--- src/rtl/color_gen_if.sv ---
// Request channel of the colour generator: valid/ready handshake carrying a 3-bit colour class.
interface color_gen_if;
  logic       req_valid;
  logic       req_ready;
  logic [2:0] req_color;

  modport master (output req_valid, output req_color, input req_ready);
  modport slave  (input req_valid, input req_color, output req_ready);
endinterface

--- src/rtl/color_gen.sv ---
// Colour generator: drives 8-bit R/G/B codes for a requested colour class, holds them for DWELL edges.
// Define COLOR_GEN_RAMP_EN to ramp channels toward the target by at most STEP per edge before HOLD.
//
// Handshake: a request transfers on a rising edge where req_valid && req_ready; req_ready is
// high only in IDLE outside reset, and req_color is ignored on every other edge.
module color_gen #(
  parameter logic [7:0]  HI    = 8'd200,
  parameter logic [7:0]  LO    = 8'd20,
  parameter logic [7:0]  STEP  = 8'd8,
  parameter logic [15:0] DWELL = 16'd16
) (
  input  logic         clk,
  input  logic         rst_n,
  color_gen_if.slave   req,
  output logic [7:0]   r_out,
  output logic [7:0]   g_out,
  output logic [7:0]   b_out,
  output logic         busy,
  output logic         done,
  output logic         err,
  output logic [1:0]   state_dbg
);

`ifdef COLOR_GEN_RAMP_EN
  typedef enum logic [1:0] {S_IDLE = 2'd0, S_RAMP = 2'd1, S_HOLD = 2'd2} state_t;
`else
  typedef enum logic [1:0] {S_IDLE = 2'd0, S_HOLD = 2'd2} state_t;
`endif

  // A zero dwell still spends one edge in HOLD.
  localparam logic [15:0] DWELL_LAST = (DWELL == 16'd0) ? 16'd0 : DWELL - 16'd1;

  state_t      state, state_next;
  logic [7:0]  r_next, g_next, b_next;
  logic [15:0] hold_cnt, cnt_next;
  logic        done_next, err_next;
  logic        accept, legal;
  logic [23:0] tgt_req;

  function automatic logic [23:0] target_of(input logic [2:0] color);
    case (color)
      3'd1:    return {HI, LO, LO};
      3'd2:    return {LO, HI, LO};
      3'd3:    return {LO, LO, HI};
      3'd4:    return {HI, LO, HI};
      3'd5:    return {HI, HI, LO};
      default: return 24'd0;
    endcase
  endfunction

`ifdef COLOR_GEN_RAMP_EN
  logic [23:0] tgt, tgt_next;

  // Move one channel toward its target without overshoot or wrap.
  function automatic logic [7:0] step_to(input logic [7:0] cur, input logic [7:0] goal);
    if (cur < goal)      return ((goal - cur) > STEP) ? cur + STEP : goal;
    else if (cur > goal) return ((cur - goal) > STEP) ? cur - STEP : goal;
    else                 return cur;
  endfunction
`endif

  assign req.req_ready = (state == S_IDLE) && rst_n;
  assign accept        = req.req_valid && req.req_ready;
  assign legal         = (req.req_color <= 3'd5);
  assign tgt_req       = target_of(req.req_color);
  assign busy          = (state != S_IDLE);
  assign state_dbg     = state;

  always_comb begin
    state_next = state;
    r_next     = r_out;
    g_next     = g_out;
    b_next     = b_out;
    cnt_next   = hold_cnt;
    done_next  = 1'b0;
    err_next   = 1'b0;
`ifdef COLOR_GEN_RAMP_EN
    tgt_next   = tgt;
`endif
    case (state)
      S_IDLE: begin
        if (accept) begin
          if (!legal) begin
            err_next = 1'b1;
          end else begin
`ifdef COLOR_GEN_RAMP_EN
            tgt_next   = tgt_req;
            state_next = S_RAMP;
`else
            {r_next, g_next, b_next} = tgt_req;
            state_next = S_HOLD;
`endif
          end
        end
      end
`ifdef COLOR_GEN_RAMP_EN
      S_RAMP: begin
        r_next = step_to(r_out, tgt[23:16]);
        g_next = step_to(g_out, tgt[15:8]);
        b_next = step_to(b_out, tgt[7:0]);
        if ({r_next, g_next, b_next} == tgt) state_next = S_HOLD;
      end
`endif
      S_HOLD: begin
        if (hold_cnt == DWELL_LAST) begin
          state_next = S_IDLE;
          done_next  = 1'b1;
          cnt_next   = 16'd0;
        end else begin
          cnt_next = hold_cnt + 16'd1;
        end
      end
      default: state_next = S_IDLE;
    endcase
  end

  always_ff @(posedge clk) begin
    if (!rst_n) begin
      state    <= S_IDLE;
      r_out    <= 8'd0;
      g_out    <= 8'd0;
      b_out    <= 8'd0;
      hold_cnt <= 16'd0;
      done     <= 1'b0;
      err      <= 1'b0;
`ifdef COLOR_GEN_RAMP_EN
      tgt      <= 24'd0;
`endif
    end else begin
      state    <= state_next;
      r_out    <= r_next;
      g_out    <= g_next;
      b_out    <= b_next;
      hold_cnt <= cnt_next;
      done     <= done_next;
      err      <= err_next;
`ifdef COLOR_GEN_RAMP_EN
      tgt      <= tgt_next;
`endif
    end
  end

endmodule

--- src/flat_wrapper.sv ---
// flat-port wrapper written by rule: the top's interface ports become plain ports
module color_gen_flat 
#(
  parameter logic [7:0]  HI    = 8'd200,
  parameter logic [7:0]  LO    = 8'd20,
  parameter logic [7:0]  STEP  = 8'd8,
  parameter logic [15:0] DWELL = 16'd16
)
  (clk, rst_n, r_out, g_out, b_out, busy, done, err, state_dbg, req_req_valid, req_req_color, req_req_ready);
  color_gen_if req_i ();
  input  logic clk;
  input  logic rst_n;
  output logic [7:0] r_out;
  output logic [7:0] g_out;
  output logic [7:0] b_out;
  output logic busy;
  output logic done;
  output logic err;
  output logic [1:0] state_dbg;
  input wire logic [$bits(req_i.req_valid)-1:0] req_req_valid;
  input wire logic [$bits(req_i.req_color)-1:0] req_req_color;
  output wire logic [$bits(req_i.req_ready)-1:0] req_req_ready;
  assign req_i.req_valid = req_req_valid;
  assign req_i.req_color = req_req_color;
  assign req_req_ready = req_i.req_ready;
  color_gen #(.HI(HI), .LO(LO), .STEP(STEP), .DWELL(DWELL)) u_core (.clk(clk), .rst_n(rst_n), .req(req_i), .r_out(r_out), .g_out(g_out), .b_out(b_out), .busy(busy), .done(done), .err(err), .state_dbg(state_dbg));
endmodule
--- config.mk ---
export PLATFORM = sky130hd
export DESIGN_NAME = color_gen_flat
export DESIGN_NICKNAME = d
export VERILOG_FILES = /design/src/rtl/color_gen_if.sv /design/src/rtl/color_gen.sv /design/src/flat_wrapper.sv
export SDC_FILE = /design/constraint.sdc
export NUM_CORES = 1
export LEC_CHECK = 0
export ABC_AREA = 1
export CORE_MARGIN = 3
export CORE_UTILIZATION = 43
export DETAILED_ROUTE_END_ITERATION = 10
export PLACE_DENSITY = 0.7
export SYNTH_ARGS = -nofsm -noshare
export SYNTH_HDL_FRONTEND = slang
export SYNTH_SLANG_ARGS = --single-unit
export TNS_END_PERCENT = 100
--- constraint.sdc ---
create_clock -name clk -period 1.63 [get_ports clk]
set_clock_uncertainty 0.05 [all_clocks]
set_input_delay 0.326 -clock clk [delete_from_list [all_inputs] [get_ports clk]]
set_output_delay 0.326 -clock clk [all_outputs]
set_load 0.03 [all_outputs]
After elaboration in Yosys (flattened, before gate mapping)
Cells that the tools add are included.

Muxes and demuxes: 8. Equality and inequality tests: 10. $lt $le $gt $ge: 1. Reduce and logical (&&, ||, !) cells: 8. Add/subtract/negate cells: 1.

Operators by type and width (count): 24-bit one-hot mux with 5 select lines (1); 16-bit by 1-bit adder with 16-bit output, second input constant (1); 16-bit by 4-bit equality test with 1-bit output, second input constant (1); 16-bit 2-to-1 mux (1); 3-bit AND reduction (3); 3-bit by 2-bit equality test with 1-bit output, second input constant (2); 3-bit equality test, second input constant (2); 2-bit 2-to-1 mux (3); 2-bit by 1-bit != test with 1-bit output, second input constant (3); 2-bit one-hot mux with 2 select lines (1); 3-bit by 1-bit equality test with 1-bit output, second input constant (1); 3-bit <= comparator, second input constant (1); 2-bit equality test, second input constant (1); 1-bit logical AND (2); 2-bit zero test (1); 1-bit 2-to-1 mux (2); 2-bit AND reduction (1); 2-bit nonzero test (1).

Output and inout port bits: 30. Bits of input ports: 6. Register bits after elaboration: 44.

Depth between registers and ports, before layout
Word-level depth: 5. Mapped depth: 8. Mapped depth without buffers: 8.

Worst setup path before layout
Ideal clock, no wire load.

Path kind: reg-to-reg. Start: reg u_core.state[1], in the netlist u_core.state_dbg[1]. End: reg u_core.b_out[6]. Stages on the path, launching flop included: 8. Arrival time: 1.205 ns. Path buffers: 1. Clock period less this slack: 1.371 ns. Required time: 1.464 ns. Setup slack: 0.259 ns. Cell sequence: dfxtp_1 > buf_6 > nor2_8 > nand2_2 > clkinv_2 > nand2_4 > o21ai_0 > nor2_1.

Cells in the longest elaborated chain, start to end: 4.

RTL lines: start: declaration (RTL line color_gen.sv:33) `state_t state, state_next;`; start signal: assignment (RTL line color_gen.sv:130) `state <= state_next;`; 2-bit zero test (RTL line color_gen.sv:62) `assign req.req_ready = (state == S_IDLE) && rst_n;`; 1-bit logical AND (RTL line color_gen.sv:62); via req_req_ready (RTL line flat_wrapper.sv:22) `output wire logic [$bits(req_i.req_ready)-1:0] req_req_ready;`; 1-bit logical AND (RTL line color_gen.sv:63) `assign accept = req.req_valid && req.req_ready;`; 3-bit AND reduction (no source line); end signal: assignment (RTL line color_gen.sv:133) `b_out <= b_next;`; end: declaration (RTL line color_gen.sv:17) `output logic [7:0] b_out,`.

The timed path passes the listed nets, and every way through them passes these cells. A chain may end at the register's enable or synchronous reset.

Worst setup path after layout
Start: in rst_n. End: out req_req_ready.

Cells in the longest elaborated chain, start to end: 1.

RTL lines: start: declaration (RTL line flat_wrapper.sv:12) `input logic rst_n;`; 1-bit logical AND (RTL line color_gen.sv:62); end: declaration (RTL line flat_wrapper.sv:22).

Every way passes these cells.

==> results.cfg <==
[clock_network]
ctsHoldBuffers = 0
clk_path_buf_depth = 2
post_cts_buffers = 0
cts_made_buffers = 3
clk_latency_ps = 330
tritoncts = built
clk_pin_slew_worst_paths_ps = 150
clock-sinks = 25
h-tree-depth = 1
cts-root-buf = clkbuf_4

[critical_path]
worst-path-buf-inv = 3
reg2reg_to = u_core.hold_cnt[14]
rr_worst_depth = 8
path_cells = clkdlybuf4s50_1 > inv_2 > nor2_8 > buf_4
ff2ff_setup_slack_ps = 270
worstReg2RegStart = u_core.hold_cnt[1]
cp_max_fo = 4
crit_arrival_ps = 1170
setup.worst_path.start = rst_n
cpPeakStageDelay_ps = 490
critical_path.top_delay_family = buffers and inverters
crit_path_end_kind = primary output
startpoint_type = input port
required_ps = 1250
worstSetupPathType = in -> out
cp_slowest_cell = clkdlybuf4s50_1

[timing]
hold_ws_ps = 436
totalNegativeSetupSlack_ps = 0
layout_setup_ws_ps = 81.0
max_freq_mhz = 646
finalHoldViolCount = 0
period_minus_slack_ps = 1550
slew_violations = 0
setup_violations = 0
rsz0062_at_grt = false
fin_crit_sh_pct = 95.0

[run_status]
outcome = finished, final reports clean

[cells_and_area]
drive_above_1_share_pct = 11.0
instances_no_fill = 281
areaGrowthSynthToFinish_pct = 14.3
nets = 245
num_antenna_cells = 0
final_common_cell = nand2_1
final_cell_mix = nand2_1, nor2_1, dfxtp_1
fill_cells = 336

[pwr]
ir_drop_v = 0.000533
leakage_nw = 0.798
total_power_mw = 1.16
power.density_nw_per_um2 = 687

[yosys]
avgSynthCellArea_um2 = 6.82
ys_seq_area_share_pct = 33.8
async_flop_share_pct = 0
yosysWarnings = 0
syn_area_um2 = 1480
ys_ff_latch = 25
ys.flop_type = dfxtp_1
synth_edf_count = 0
synthDistinctLibCells = 26
syn_inst = 217

[global_routing]
grt_pass1_wl_um = 5360
grt_antenna_before_repair = 0
overflow = 0
grt_pass1_vias = 1180
grt_max_degree = 16
grt_use_total_pct = 16.4

[routing]
firstDrtPassIters = 4
drc = 0
routed_wl_um = 3160
vias_per_cell = 4.81
vias = 1353
wl_per_cell_um = 11.2
drt_iter0_drc = 73
ant_nets = 0

[worst_hold_path]
hold_end = u_core.g_out[4]
worstHoldPathType = reg -> reg
hp-start = u_core.g_out[4]
hold_depth = 2

[floorplan]
die_area_um2 = 4180
pin_count = 36
fp.dieW_um = 64.6
die-height_um = 64.6
start_util_pct = 46.5
core_area_um2 = 3180
fp-row-count = 20

[place]
port_buffers = 25
post-dp-hpwl_um = 2430
dp_cells = 277
place_ws_ps = 30.4
gp_congestion = 0.971

[job]
cap_violations = 0
==> registers in the layout, indices dropped and copies added, names as in the netlist <==
register          count
u_core.done           1
u_core.err            1
u_core.state_dbg      1
u_core.hold_cnt      16
u_core.r_out          2
u_core.g_out          2
u_core.b_out          2
==> tightest hold or removal path: stages, from the launching register on <==
cell	delay (ps)
dfxtp_1	350
nand2_1	60
a21oi_1	50
==> cells in the mapped netlist, types with 2 or more instances <==
library cell	count	area (µm²)
buf_2	2	10.0
buf_4	20	150
inv_1	21	78.8
nor2_4	2	22.5
o21ai_0	7	35.0
nand3_1	17	85.1
dfxtp_1	25	500
nor2_1	26	97.6
nand4_1	14	87.6
nor2_2	3	18.8
xor2_1	5	43.8
nand2_1	54	203
nand2_2	3	18.8
a21oi_1	6	30.0
==> through the flow <==
| stage | utilization [%] | cell area, µm² |
|---|---|---|
| global route | 53.2 | 1690 |
| CTS | 53.1 | 1690 |
| finish | 53.2 | 1690 |
| global placement | 52.9 | 1680 |
| detailed placement | 52.9 | 1680 |
| floorplan | - | 1510 |
==> power breakdown <==
part           internal (mW)  switching, mW  total [mW]
logic                 0.0668          0.154       0.221
registers              0.626         0.0168       0.643
clock network         0.0941          0.203       0.297
==> area by class of cell <==
class	count	area [µm²]	area share (%)
clock buffer	3	22.5	1.33
timing repair buffer	31	267	15.8
multi-input combinational	154	749	44.3
inverter	23	87.6	5.18
clock inverter	1	7.51	0.444
tap	44	55.1	3.26
sequential	25	502	29.7
==> worst max path at each step <==
stage                      end  slack [ps]  depth (start not counted)
2_1_floorplan  u_core.b_out[6]         260                          7
3_3_place_gp   u_core.b_out[6]          50                          8
3_5_place_dp   u_core.b_out[6]          30                          8
4_1_cts          req_req_ready          50                          2
5_1_grt               r_out[3]           5                          1
6_report         req_req_ready          80                          4
==> repair_timing <==
item                                   in CTS  in global routing
resized for setup                          17                  1
pin swaps                                   0                  0
setup endpoints to repair                  17                  1
endpoints found under the hold margin       0                  0
==> cells by family (layout without fill, tap and decap cells) <==
kind of cell / after synthesis / after routing / synth area share (%)
buffers and inverters: 47 / 58 / 17.8
adders and majority gates: 1 / 1 / 0.846
other: 1 / 10 / 0.254
DFF: 25 / 25 / 33.8
AOI/OAI and AO/OA: 15 / 15 / 5.25
xor gates and xnor gates: 6 / 6 / 3.55
and+or+nand+nor: 122 / 122 / 38.5
==> metal layers <==
| metal | part of all wire, % | global-route usage [%] | wire length [µm] |
|---|---|---|---|
| met5 | 0 | 0 | 0 |
| met4 | 1.3 | 5.01 | 42 |
| met3 | 8.3 | 5.03 | 261 |
| met2 | 44 | 28.6 | 1390 |
| met1 | 46 | 19.3 | 1460 |
Power figures use the tool's default switching activity.
